File: src/rtl/sram_frame_streamer.sv
// Raster-order SRAM frame reader feeding a valid/ready pixel stream with sof/eol/eof markers; first beat 3 cycles after start, 1 pixel/cycle sustained.
// Backpressure: a 2-entry buffer absorbs the 1-cycle SRAM latency, and reads stall so nothing is lost. FRAME_STREAMER_CHECKSUM_EN adds a checksum port.
module sram_frame_streamer #(
    parameter int X_MAX       = 400,
    parameter int Y_MAX       = 400,
    parameter int PIXEL_DEPTH = 8
) (
    input  logic                       clk,
    input  logic                       rst,
    input  logic                       start,
    input  logic [$clog2(X_MAX)-1:0]   max_x,
    input  logic [$clog2(Y_MAX)-1:0]   max_y,
    output logic [$clog2(X_MAX):0]     x_addr,
    output logic [$clog2(Y_MAX):0]     y_addr,
    output logic                       ren,
    input  logic [PIXEL_DEPTH-1:0]     rdat,
    output logic                       out_valid,
    input  logic                       out_ready,
    output logic [PIXEL_DEPTH-1:0]     out_pixel,
    output logic                       out_sof,
    output logic                       out_eol,
    output logic                       out_eof,
    output logic                       busy,
    output logic                       frame_done
`ifdef FRAME_STREAMER_CHECKSUM_EN
    ,
    output logic [15:0]                checksum
`endif
);
    localparam int XW = $clog2(X_MAX);
    localparam int YW = $clog2(Y_MAX);

    typedef enum logic [1:0] {
        S_IDLE,
        S_READ,
        S_DRAIN,
        S_DONE
    } state_t;

    typedef struct packed {
        logic [PIXEL_DEPTH-1:0] pix;
        logic                   sof;
        logic                   eol;
        logic                   eof;
    } beat_t;

    state_t        state_q, state_d;
    logic [XW-1:0] w_q, w_d;
    logic [YW-1:0] h_q, h_d;
    logic [XW:0]   x_q, x_d;
    logic [YW:0]   y_q, y_d;
    logic          inflight_q;
    logic [2:0]    meta_q;
    beat_t         fifo_q [2];
    logic          rd_ptr_q, wr_ptr_q;
    logic [1:0]    count_q;

    logic          pop, can_issue, last_x, last_y, start_acc;
    logic [2:0]    committed;
    beat_t         head;

    assign head      = fifo_q[rd_ptr_q];
    assign out_valid = (count_q != 2'd0);
    assign pop       = out_valid & out_ready;
    assign out_pixel = head.pix;
    assign out_sof   = out_valid & head.sof;
    assign out_eol   = out_valid & head.eol;
    assign out_eof   = out_valid & head.eof;
    assign x_addr    = x_q;
    assign y_addr    = y_q;

    // Slots already spoken for after this cycle's pop: buffered beats plus the read in flight.
    assign committed = {1'b0, count_q} + {2'b00, inflight_q} - {2'b00, pop};
    assign can_issue = (committed < 3'd2);
    assign last_x    = (x_q == ({1'b0, w_q} - {{XW{1'b0}}, 1'b1}));
    assign last_y    = (y_q == ({1'b0, h_q} - {{YW{1'b0}}, 1'b1}));

    always_comb begin
        state_d    = state_q;
        w_d        = w_q;
        h_d        = h_q;
        x_d        = x_q;
        y_d        = y_q;
        ren        = 1'b0;
        busy       = 1'b0;
        frame_done = 1'b0;
        start_acc  = 1'b0;
        case (state_q)
            S_IDLE: begin
                if (start) begin
                    start_acc = 1'b1;
                    w_d       = max_x;
                    h_d       = max_y;
                    x_d       = '0;
                    y_d       = '0;
                    state_d   = (max_x == '0 || max_y == '0) ? S_DONE : S_READ;
                end
            end
            S_READ: begin
                busy = 1'b1;
                if (can_issue) begin
                    ren = 1'b1;
                    // The final address is left on the bus; the counters stop there.
                    if (last_x && last_y) begin
                        state_d = S_DRAIN;
                    end else if (last_x) begin
                        x_d = '0;
                        y_d = y_q + {{YW{1'b0}}, 1'b1};
                    end else begin
                        x_d = x_q + {{XW{1'b0}}, 1'b1};
                    end
                end
            end
            S_DRAIN: begin
                busy = 1'b1;
                if (pop && head.eof) begin
                    state_d = S_DONE;
                end
            end
            S_DONE: begin
                frame_done = 1'b1;
                state_d    = S_IDLE;
            end
            default: state_d = S_IDLE;
        endcase
    end

    always_ff @(posedge clk or posedge rst) begin
        if (rst) begin
            state_q    <= S_IDLE;
            w_q        <= '0;
            h_q        <= '0;
            x_q        <= '0;
            y_q        <= '0;
            inflight_q <= 1'b0;
            meta_q     <= '0;
            fifo_q[0]  <= '0;
            fifo_q[1]  <= '0;
            rd_ptr_q   <= 1'b0;
            wr_ptr_q   <= 1'b0;
            count_q    <= '0;
        end else begin
            state_q    <= state_d;
            w_q        <= w_d;
            h_q        <= h_d;
            x_q        <= x_d;
            y_q        <= y_d;
            inflight_q <= ren;
            if (ren) begin
                meta_q <= {(x_q == '0) && (y_q == '0), last_x, last_x && last_y};
            end
            if (inflight_q) begin
                fifo_q[wr_ptr_q] <= beat_t'({rdat, meta_q});
                wr_ptr_q         <= ~wr_ptr_q;
            end
            if (pop) begin
                rd_ptr_q <= ~rd_ptr_q;
            end
            count_q <= count_q + {1'b0, inflight_q} - {1'b0, pop};
        end
    end

`ifdef FRAME_STREAMER_CHECKSUM_EN
    logic [15:0] sum_q;

    always_ff @(posedge clk or posedge rst) begin
        if (rst) begin
            sum_q <= '0;
        end else if (start_acc) begin
            sum_q <= '0;
        end else if (pop) begin
            sum_q <= sum_q + 16'(out_pixel);
        end
    end

    assign checksum = sum_q;
`endif

endmodule

File: config.mk
export PLATFORM = sky130hd
export DESIGN_NAME = sram_frame_streamer
export DESIGN_NICKNAME = d
export VERILOG_FILES = /design/src/rtl/sram_frame_streamer.sv
export SDC_FILE = /design/constraint.sdc
export NUM_CORES = 1
export LEC_CHECK = 0
export BUFFER_PORTS_ARGS = -buffer_cell sky130_fd_sc_hd__buf_2
export CAP_MARGIN = 20
export CORE_ASPECT_RATIO = 0.75
export CORE_MARGIN = 5
export CORE_UTILIZATION = 40
export DETAILED_ROUTE_END_ITERATION = 8
export HOLD_SLACK_MARGIN = 0.03
export SYNTH_ARGS = -nofsm -noshare
export SYNTH_HDL_FRONTEND = slang
export SYNTH_SLANG_ARGS = --single-unit
File: constraint.sdc
create_clock -name clk -period 3.8 [get_ports clk]
set_input_delay 0.95 -clock clk [delete_from_list [all_inputs] [get_ports clk]]
set_output_delay 0.95 -clock clk [all_outputs]
set_load 0.05 [all_outputs]
### Word-level counts from Yosys, hierarchy flattened

Index checks and enable logic that the tools add are counted.

| word-level totals | value |
|---|---|
| latch bits | 0 |
| bits in writable memories | 0 |
| memories | 0 |
| bits in read-only memories | 0 |
| output and inout port bits | 35 |
| register bits after elaboration | 70 |
| logic and storage cells | 91 |

| operators by class | value |
|---|---|
| $add $sub $neg | 8 |
| shift-type cells | 0 |
| div/mod/pow operators | 0 |
| equality and inequality tests | 11 |
| order comparisons | 4 |
| reductions and logical operators | 17 |
| $mul | 0 |
| bitwise operators | 8 |
| multiplexer cells | 25 |

Operator list:

| operator | number |
|---|---|
| $mux W10 | 7 |
| $mux W11 | 4 |
| $pmux W10 S2 | 2 |
| $bwmux W22 | 1 |
| $add A10 B1 Y10 const B | 2 |
| $eq A10 B10 Y1 | 2 |
| $logic_not A10 Y1 | 2 |
| $sub A9 B1 Y10 const B | 2 |
| $logic_not A9 Y1 | 2 |
| $ne A2 B2 Y1 const B | 6 |
| $demux W11 S1 | 1 |
| $mux W2 | 5 |
| $pmux W2 S4 | 1 |
| $reduce_and A4 Y1 | 2 |
| $reduce_and A5 Y1 | 1 |
| $and A1 B1 Y1 | 4 |
| $eq A2 B2 Y1 const B | 2 |
| $ge A2 B2 Y1 const B | 2 |
| $logic_and A1 B1 Y1 | 4 |
| $mux W1 | 4 |
| $not A1 Y2 | 2 |
| $reduce_bool A2 Y1 | 2 |
| $add A2 B1 Y3 | 1 |
| $lt A3 B2 Y1 const B | 1 |
| 10 further kinds | 11 |

### Logic depth before layout (Yosys ltp)

Gate-level depths: netlist (run 1).

| logic depth | value |
|---|---|
| depth after elaboration | 7 |
| depth in mapped cells | 16 |
| depth with buffers taken out | 15 |

### Worst setup path after synthesis (run 1)

Ideal clock, no wire load.

| timing | value |
|---|---|
| kind | input to register |
| start | input out_ready |
| end | register x_q[7], in the netlist x_addr[7] |
| arrival | 4.688 ns |
| library setup time | 0.078 ns |
| stages on the path | 12 |
| required time | 3.722 ns |
| slack | -0.966 ns |
| path through | nand2_1 > inv_1 > ha_1 > inv_1 > ha_1 > fa_1 > nor3_1 > o21ai_0 > nor2_1 > inv_1 > or4_1 > a21oi_1 |

| on the way | value |
|---|---|
| longest elaborated chain between the ends | 5 |

Ends and longest elaborated chain:

| item | RTL line | RTL |
|---|---|---|
| from (decl) | 18 | `input logic out_ready,` |
| $and A1 B1 Y1 | 64 | `assign pop = out_valid & out_ready;` |
| named net pop | 58 | `logic pop, can_issue, last_x, last_y, start_acc;` |
| $sub A3 B1 Y3 | 73 | `assign committed = {1'b0, count_q} + {2'b00, inflight_q} - {2'b00, pop};` |
| named net committed[1] | 59 | `logic [2:0] committed;` |
| $lt A3 B2 Y1 | 74 | `assign can_issue = (committed < 3'd2);` |
| $ne A2 B2 Y1 (no line) | n/a |  |
| $reduce_and A4 Y1 (no line) | n/a |  |
| to (signal assigned) | 133 | `x_q <= '0;` |
| to (signal assigned) | 146 | `x_q <= x_d;` |
| to (decl) | 50 | `logic [XW:0] x_q, x_d;` |

The timed path passes the listed nets, and every way through them passes these cells.
A chain may end at the register's enable or synchronous reset.

### Final worst setup path (run 1)

| timing | value |
|---|---|
| start | input out_ready |
| end | output ren |

| on the way | value |
|---|---|
| longest elaborated chain between the ends | 5 |

Ends and longest elaborated chain:

| item | RTL line | RTL |
|---|---|---|
| $and A1 B1 Y1 | 64 |  |
| named net pop | 58 |  |
| $sub A3 B1 Y3 | 73 |  |
| named net committed[1] | 59 |  |
| $lt A3 B2 Y1 | 74 |  |
| $mux W1 | 101 | `if (can_issue) begin` |
| $mux W1 | 88 | `case (state_q)` |
| to (decl) | 15 | `output logic ren,` |

The timed path passes the listed nets, and every way through them passes these cells.

==> results.ini, run 1 <==
[logic_synthesis]
synth_cell_types=63
synth_area_per_cell_um2=10.4
synthMuxAreaShare_pct=15.4
syn_nets=456
netlist_instances=412
synth-simple-area-share_pct=18.5
synth-seq-cells=70
seq_area_frac_synth_pct=41.1
synth_ff_type=dfrtp_1
synth_top_family_by_area=simple AND/OR/NAND/NOR gates
synth_edf_count=0
synth.cell_area_um2=4270
yosys_warnings=0
async_flop_share_pct=100
synth-compound-area-share_pct=11.2
synthAdderAreaFrac_pct=4.28
synth-xor-area-share_pct=5.54

[critical_path]
rr_endpoint=state_q[1]$_DFFE_PP0P_
crit_start=out_ready
worst_ep_arrival_time_ns=2.74
critical_path_class=input pin to output pin
rrSetupSlack_ns=0.44
startpoint_type=input pin
r2r-start=h_q[0]$_DFFE_PP0P_
cp.required_ns=2.85
cp_max_fo=4
endpoint_kind=output pin
r2r_cells=10

[flow_run]
cap_violations=0

[grt]
grt_pass1_wl_um=18000
grt_start_max_net_pins=35
overflow=0
grt_use_total_pct=17.5
grt_pass1_vias=3502
antenna_found_initial=0

[hold_path]
hold_class=flip-flop to flip-flop
hold_end=wr_ptr_q$_DFFE_PP0P_
hold_start=wr_ptr_q$_DFFE_PP0P_
holdPathStages=1

[timing]
timing.final.max_slew_violations=0
rsz0062_at_grt=no
fin_tns_setup_ns=0
fin_crit_sh_pct=97.0
tightestPinTransition_ns=0.810
layout_setup_ws_ns=0.112
hold_slack_ns=0.481
fin_crit_ns=3.69
slew_headroom_pct=45.9
setup_viol=0
fin_skew_ns=0.0102
fmax_ghz=0.271
final_hold_viol_count=0

[cts]
postCtsResizedCells=0
cts_sinks=70
clock_latency_ns=0.34
hold_buffers=0
clock_path_buffers=2
post_cts_buffers=0
cts-root-buf=clkbuf_16
htreeDepth=3
numCtsBuffers=9
clk_pin_slew_ns=0.06
cts_tree=done

[place]
portBuffers=64
pre_cts_ws_ns=0.113
hpwl_um=7790
gp_congestion=0.795

[floorplan]
row_count=32
dieArea_um2=12900
fp.coreArea_um2=10400
start_util_pct=41.1
dieHeight_um=99.4
io_pins=65
die_x_um=129

[power]
clkPwrFrac_pct=40.3
p_leak_nw=2.32
p_int_mw=1.35
p_switching_mw=0.591
seqPwrFrac_pct=42.0
power_density_nw_per_um2=387
combPwrFrac_pct=17.7
switching_share_pct=30.5
p_total_mw=1.94
peakVddDrop_mv=0.193

[route]
via_per_inst=5.46
ant_nets=0
wl_um=10500
vias=3366
drc_errors=0
routedWlPerCell_um=17.0
drt_first_iter_violations=255
drtPass1Iterations=4

[layout]
syn2layout_area_growth_pct=17.7
fill_cells=968
antenna-diode-count=0
drive_above_1_share_pct=32.3
fin_util_pct=48.4
nets=520

[status]
status=finished, final reports clean

-- placed cells by master (no fill, tap or decap), types with 5 or more instances in the layout --
cell	instances
o21ai_0	9
ha_1	13
a21oi_1	9
nor3_1	12
mux2_2	52
inv_1	23
nor4_1	7
or4_1	9
buf_4	8
or3_1	7
a31oi_1	5
dfrtp_1	70
nand4_1	6
mux2i_1	6
and3_1	5
nand3_1	12
nor2_1	24
xor2_1	10
buf_2	64
nand2b_1	8
clkbuf_16	9
nand2_1	25
xnor2_1	17
o211ai_1	6
-- kinds of logic after synthesis --
family,count (synthesis)
xor gates and xnor gates,27
adders and majority gates,14
muxes,59
AOI/OAI and AO/OA,61
buffers and inverters,43
and+or+nand+nor,138
DFF,70
-- flip-flops by register name, summed over array words and instances, names as in the netlist --
register / cells
rd_ptr_q: 1
wr_ptr_q: 1
state_q: 2
count_q: 2
x_addr: 10
w_q: 9
fifo_q: 22
h_q: 9
inflight_q: 1
meta_q: 3
y_addr: 10
-- synthesized netlist by cell type (all sizes together), types with 4 or more instances --
cell type	number	share of area, %
mux2	53	14
ha	13	3.8
nand3	13	1.8
o21ai	10	1.2
nor4	9	1.8
nand4	6	0.88
inv	24	2.1
mux2i	6	1.4
nand2	25	2.2
xor2	10	2.1
dfrtp	70	41
a21oi	9	1.1
or4	9	1.6
and3	5	0.73
a31oi	7	1.5
nand2b	9	1.5
nor3	14	1.8
or3	7	1.0
o211ai	6	1.1
buf	4	0.59
nor2	24	2.1
o311ai	4	1.2
xnor2	17	3.5
clkbuf	15	1.3
-- power groups by stage --
stage                     Sequential [mW]  Clock (mW)  Combinational, mW
final                               0.815       0.783              0.343
after CTS                           0.815       0.800              0.350
after detailed placement            0.827           0              0.346
after global routing                0.821       0.841              0.373
after floorplan                     0.798           0              0.280
after global placement              0.826           0              0.340
-- worst max path at each step --
stage                             to  slack (ns)  cells past startpoint
2_1_floorplan  x_addr[8]$_DFFE_PP0P_       0.006                     11
3_3_place_gp                     ren        0.14                      9
3_5_place_dp                     ren        0.11                      9
4_1_cts                          ren        0.10                      9
5_1_grt                          ren       0.006                      9
6_report                         ren        0.11                      9
-- worst max-delay path, cell delays in order --
cell and delay (ns):
buf_2 0.10, nand2_1 0.07, inv_1 0.05, ha_1 0.26, inv_1 0.04, ha_1 0.18, fa_1 0.53, nor3_4 0.26
buf_2 0.31
-- per-layer routing --
metal	up-vias	share of wire, %	GRT usage, %
met3	16	6.3	5.53
met1	1627	48	24.4
met4	0	1.7	5.08
met2	86	44	26.2
li1	1637	-	-
met5	-	0	0
-- through the flow --
stage,instance area (um2),std cells
after global placement,4750,601
after floorplan,4280,412
final,5020,616
after detailed placement,4750,601
after CTS,5020,616
after global routing,5020,616
-- final cells by class --
type	instances	area, um2	area share, %
Multi-Input combinational cell	299	2350	46.9
Sequential cell	70	1750	34.9
Timing Repair Buffer	72	380	7.58
Clock buffer	10	239	4.76
Tap cell	136	170	3.39
Inverter	24	90.1	1.79
Clock inverter	5	36.3	0.723
(Power assumes the default switching activity.)
==> inputs of run 2 (changes only) <==
--- a/config.mk
+++ b/config.mk
@@ -5,6 +5,7 @@
 export SDC_FILE = /design/constraint.sdc
 export NUM_CORES = 1
 export LEC_CHECK = 0
+export ABC_AREA = 1
 export BUFFER_PORTS_ARGS = -buffer_cell sky130_fd_sc_hd__buf_2
 export CAP_MARGIN = 20
 export CORE_ASPECT_RATIO = 0.75
==> results.ini, run 2 <==
[status]
status=finished, final reports clean

[power]
combPwrFrac_pct=52.6
p_leak_nw=2.86
p_total_mw=4.59
p_switching_mw=2.29
seqPwrFrac_pct=28.6
power_density_nw_per_um2=860
peakVddDrop_mv=0.379
p_int_mw=2.30
switching_share_pct=49.8
clkPwrFrac_pct=18.8

[critical_path]
cpLargestDelayFamily=adder cells
critical_path_class=input pin to output pin
max_stage_delay_ns=0.48
worst_ep_arrival_time_ns=2.77
cp_max_fo=2
endpoint_kind=output pin
worstPathCellList=buf_2, nand2_1, inv_1, ha_1, inv_1, ha_1, fa_1, nor3_2, inv_1, nor2_2, buf_6
crit_buf_inv=5
cp.required_ns=2.85
crit_slowest_cell=fa_1
startpoint_type=input pin
cp_common_cell=inv_1

[logic_synthesis]
seq_area_frac_synth_pct=38.6
synth_edf_count=0
async_flop_share_pct=100
synth.cell_area_um2=4540
yosys.area.top_type=dfrtp_1
yosysMostFrequentCell=nand2_1
yosys-top-cells-area=dfrtp_1, nand2_1, inv_1, o21ai_0, nand3_1
synth_area_per_cell_um2=7.00
yosys_warnings=0
synth_top_area_share_pct=38.6
synth_ff_type=dfrtp_1
synth-seq-cells=70
netlist_instances=648
syn_nets=692
synth_cell_types=37
synthTopCellsByCount=nand2_1, inv_1, dfrtp_1

[cts]
cts_sinks=70
htreeDepth=3
clock_latency_ns=0.34
postCtsResizedCells=0
cts_tree=done
hold_buffers=0
clk_pin_slew_ns=0.06
post_cts_buffers=0
clock_path_buffers=2
cts-root-buf=clkbuf_16
numCtsBuffers=9

[timing]
setup_viol=0
fin_skew_ns=0.00625
tightestPinTransition_ns=0.667
fin_tns_setup_ns=0
slew_headroom_pct=55.4
timing.final.max_slew_violations=0
fin_crit_ns=3.72
final_hold_viol_count=0
fin_crit_sh_pct=98.0
fmax_ghz=0.269

[layout]
final_area_um2=5340
syn2layout_area_growth_pct=17.6
layout_commonest_cell=nand2_1
layout_common_cells=nand2_1, inv_1, dfrtp_1, buf_2, o21ai_0
fin_util_pct=48.4
fill_cells=1106
antenna-diode-count=0
multi_input_area_um2=2350
nets=757
top_register=fifo_q
final-seq-area_um2=1750
drive_above_1_share_pct=16.3
largest_reg_flops=22

[place]
portBuffers=64
gp_congestion=0.899
dpl_cell_area_um2=5020
hpwl_um=8620

[route]
drc_errors=0
drt_first_iter_violations=390
routed.top_layer=met4
wl_met3_um=709
via_per_inst=4.91
vias=4209
wl_um=11300
routedWlPerCell_um=13.2
route.met2.wl_um=4750
wl_met1_um=5730
drtPass1Iterations=5
ant_nets=0

[floorplan]
dieHeight_um=102
row_count=33
fp.coreArea_um2=11000
die_x_um=133
io_pins=65
dieArea_um2=13600
start_util_pct=41.2

[hold_path]
hold_class=flip-flop to flip-flop

[grt]
grt_pass1_wl_um=19100
antenna_found_initial=0
grt_use_total_pct=17.4
grt_start_max_net_pins=35
overflow=0
grt_pass1_vias=3863

[flow_run]
cap_violations=0

-- run 2: cell count changes in the layout (fill, tap and decap cells not counted), sizes merged, moves of 7 or more --
cell    change
nand3      +30
nand2b      -9
o21ai      +50
nor3        -8
nor2       +31
mux2       -51
nand2     +197
a31oi       -7
nand4      +19
xnor2      -12
or4         -9
inv        +73
or3         -7
-- run 2: stage by stage --
stage	hold WS, ns	setup WS, ns	instances
5_1_grt	0.505	-0.00203	858
3_3_place_gp	0.467	0.0723	842
4_1_cts	0.489	0.00924	858
2_1_floorplan	0.452	0.0251	648
6_report	0.485	0.0767	858
3_5_place_dp	0.474	0.0216	842
-- run 2: final timing paths --
check / startpoint / endpoint / slack (ns) / cells after the start
worst max-delay path: out_ready / ren / 0.08 / 11
worst min-delay path: fifo_q[4]$_DFFE_PP0P_ / fifo_q[4]$_DFFE_PP0P_ / 0.49 / 2
worst max register to register: count_q[1]$_DFF_PP0_ / x_addr[1]$_DFFE_PP0P_ / 0.61 / 15
worst min register to register: fifo_q[4]$_DFFE_PP0P_ / fifo_q[4]$_DFFE_PP0P_ / 0.49 / 2
max in group asynchronous: rst / w_q[1]$_DFFE_PP0P_ / 2.45 / 3
min in group asynchronous: rst / y_addr[0]$_DFFE_PP0P_ / 0.60 / 2
-- run 2: metal layers --
metal / vias up / GRT usage (%)
li1: 2185 / -
met1: 1908 / 25.3
met2: 107 / 26.1
met3: 9 / 4.23
met4: 0 / 4.87
met5: - / 0
-- run 2: worst min-delay path, cell delays in order (launching register included) --
cell	delay [ns]
dfrtp_1	0.34
nand2_1	0.05
o21ai_0	0.06
-- run 2: layout make-up --
class	instances	share of cell area [%]
Timing Repair Buffer	73	7.62
Multi-Input combinational cell	466	44.0
Clock buffer	9	4.22
Inverter	93	6.54
Clock inverter	7	1.45
Tap cell	140	3.28
Sequential cell	70	32.8
-- run 2: cells by family after synthesis --
kind of cell	after synthesis	share of synthesized area (%)
AOI/OAI and AO/OA	67	7.47
xor gates and xnor gates	18	3.64
adders and majority gates	14	4.03
buffers and inverters	112	9.84
DFF	70	38.6
muxes	3	0.717
and+or+nand+nor	364	35.7
-- run 2: power by group through the flow --
| stage | registers, mW | clock network (mW) | logic (mW) |
|---|---|---|---|
| final | 1.31 | 0.861 | 2.42 |
| after floorplan | 1.28 | 0 | 1.86 |
| after global routing | 1.36 | 0.918 | 2.72 |
| after global placement | 1.30 | 0 | 2.34 |
| after detailed placement | 1.32 | 0 | 2.39 |
| after CTS | 1.31 | 0.887 | 2.40 |
==> inputs of run 3 (changes only) <==
==> constraint.sdc (replaced) <==
create_clock -name clk -period 3.69 [get_ports clk]
set_input_delay 0.738 -clock clk [delete_from_list [all_inputs] [get_ports clk]]
set_output_delay 0.738 -clock clk [all_outputs]
set_load 0.05 [all_outputs]
==> results.ini, run 3 (same netlist as run 2, synthesis figures left out) <==
[layout]
fill_cells=1133
nets=754
largest_reg_flops=22
layout_commonest_cell=nand2_1
syn2layout_area_growth_pct=17.5
top_register=fifo_q
final-seq-area_um2=1750
layout_common_cells=nand2_1, inv_1, dfrtp_1, buf_2, o21ai_0
multi_input_area_um2=2350
fin_util_pct=48.4
drive_above_1_share_pct=15.8
antenna-diode-count=0

[cts]
cts_sinks=70
cts-root-buf=clkbuf_16
hold_buffers=0
numCtsBuffers=9
clk_pin_slew_ns=0.06
clock_latency_ns=0.34
htreeDepth=3
cts_tree=done
clock_path_buffers=2

[timing]
fmax_ghz=0.287
fin_skew_ns=0.00615
slew_headroom_pct=47.0
timing.final.max_slew_violations=0
setup_viol=0
fin_crit_sh_pct=94.4
fin_tns_setup_ns=0
final_hold_viol_count=0
fin_crit_ns=3.48
tightestPinTransition_ns=0.794

[floorplan]
io_pins=65
dieHeight_um=102
row_count=33
die_x_um=133
fp.coreArea_um2=11000
start_util_pct=41.2
dieArea_um2=13600

[critical_path]
cpLargestDelayFamily=adder cells
crit_slowest_cell=fa_1
crit_buf_inv=5
worstPathCellList=nor2_1, inv_1, nand2_1, inv_1, ha_1, inv_1, ha_1, fa_1, nor3_2, inv_1, nor2_2, buf_4
endpoint_kind=output pin
cp.required_ns=2.95
startpoint_type=flip-flop
cp_common_cell=inv_1
max_stage_delay_ns=0.48
worst_ep_arrival_time_ns=2.75
critical_path_class=flip-flop to output pin
cp_max_fo=4

[route]
via_per_inst=4.91
wl_um=11200
routedWlPerCell_um=13.1
drtPass1Iterations=5
drt_first_iter_violations=402
drc_errors=0
ant_nets=0
vias=4200

[flow_run]
cap_violations=0

[place]
gp_congestion=0.870
portBuffers=64
hpwl_um=8520

[power]
peakVddDrop_mv=0.405
combPwrFrac_pct=51.4
p_int_mw=2.40
clkPwrFrac_pct=20.2
p_leak_nw=2.85
switching_share_pct=49.5
power_density_nw_per_um2=889
seqPwrFrac_pct=28.4
p_switching_mw=2.35

[status]
status=finished, final reports clean

[grt]
antenna_found_initial=0
grt_start_max_net_pins=37
grt_pass1_wl_um=18700
grt_use_total_pct=17.1
grt_pass1_vias=3746
overflow=0

[hold_path]
hold_class=flip-flop to flip-flop

run 3: cell types whose count changed in the layout (fill, tap and decap cells not counted), sizes merged:
cell / change
buf: -3
clkinv: +2
inv: -2
bufinv: +1
clkinvlp: -1
run 3: per-stage QoR:
stage,setup WS (ns),cell area (um2),power [mW],instances,hold WS (ns)
after floorplan,0.174,4540,3.24,648,0.452
after global placement,0.335,5000,3.71,839,0.466
after detailed placement,0.251,5000,3.78,839,0.476
after CTS,0.114,5330,4.75,855,0.491
after global routing,-0.00871,5330,5.15,855,0.508
final,0.205,5330,4.74,855,0.488
run 3: worst register-to-register path: stages (launching register included):
cell and delay (ns):
dfrtp_1 0.41, nor2_1 0.13, inv_1 0.07, nand2_1 0.13, inv_1 0.06, ha_1 0.27
inv_1 0.04, ha_1 0.19, fa_1 0.48, nor3_2 0.23, o22ai_1 0.11, a21oi_1 0.24
buf_4 0.23, nand3_4 0.15, nand2_1 0.09, nand2_1 0.05
run 3: layout make-up:
cell class / count / share of cell area, %
Clock inverter: 7 / 1.95
Tap cell: 140 / 3.28
Timing Repair Buffer: 70 / 7.13
Inverter: 93 / 6.55
Multi-Input combinational cell: 466 / 44.0
Sequential cell: 70 / 32.8
Clock buffer: 9 / 4.22
run 3: path summary, 6_finish.rpt:
path                                  startpoint               endpoint  slack [ns]  cells past startpoint
setup / recovery            count_q[1]$_DFF_PP0_                    ren        0.21                     12
max in group asynchronous                    rst     h_q[5]$_DFFE_PP0P_        2.48                      3
setup reg to reg            count_q[1]$_DFF_PP0_  y_addr[4]$_DFFE_PP0P_        0.68                     15
hold reg to reg            fifo_q[2]$_DFFE_PP0P_  fifo_q[2]$_DFFE_PP0P_        0.49                      2
hold / removal             fifo_q[2]$_DFFE_PP0P_  fifo_q[2]$_DFFE_PP0P_        0.49                      2
min in group asynchronous                    rst  y_addr[0]$_DFFE_PP0P_        0.55                      2
run 3: repair_timing:
item / in CTS / in global routing
hold endpoints to repair: 0 / 0
resized for setup: 0 / 3
setup endpoints to repair: 0 / 1
buffers inserted: 0 / 0
run 3: layer usage:
| layer | global-route usage, % | up-vias | part of all wire [%] |
|---|---|---|---|
| li1 | - | 2169 | - |
| met1 | 25.5 | 1928 | 52 |
| met2 | 24.9 | 94 | 42 |
| met3 | 3.64 | 9 | 4.9 |
| met4 | 4.87 | 0 | 1.1 |
| met5 | 0 | - | 0 |
run 3: power by group through the flow:
| stage | Sequential [mW] | Clock, mW | Combinational (mW) |
|---|---|---|---|
| floorplan | 1.32 | 0 | 1.91 |
| global placement | 1.34 | 0 | 2.37 |
| detailed placement | 1.36 | 0 | 2.42 |
| CTS | 1.34 | 0.979 | 2.43 |
| global route | 1.39 | 1.01 | 2.75 |
| finish | 1.35 | 0.958 | 2.44 |
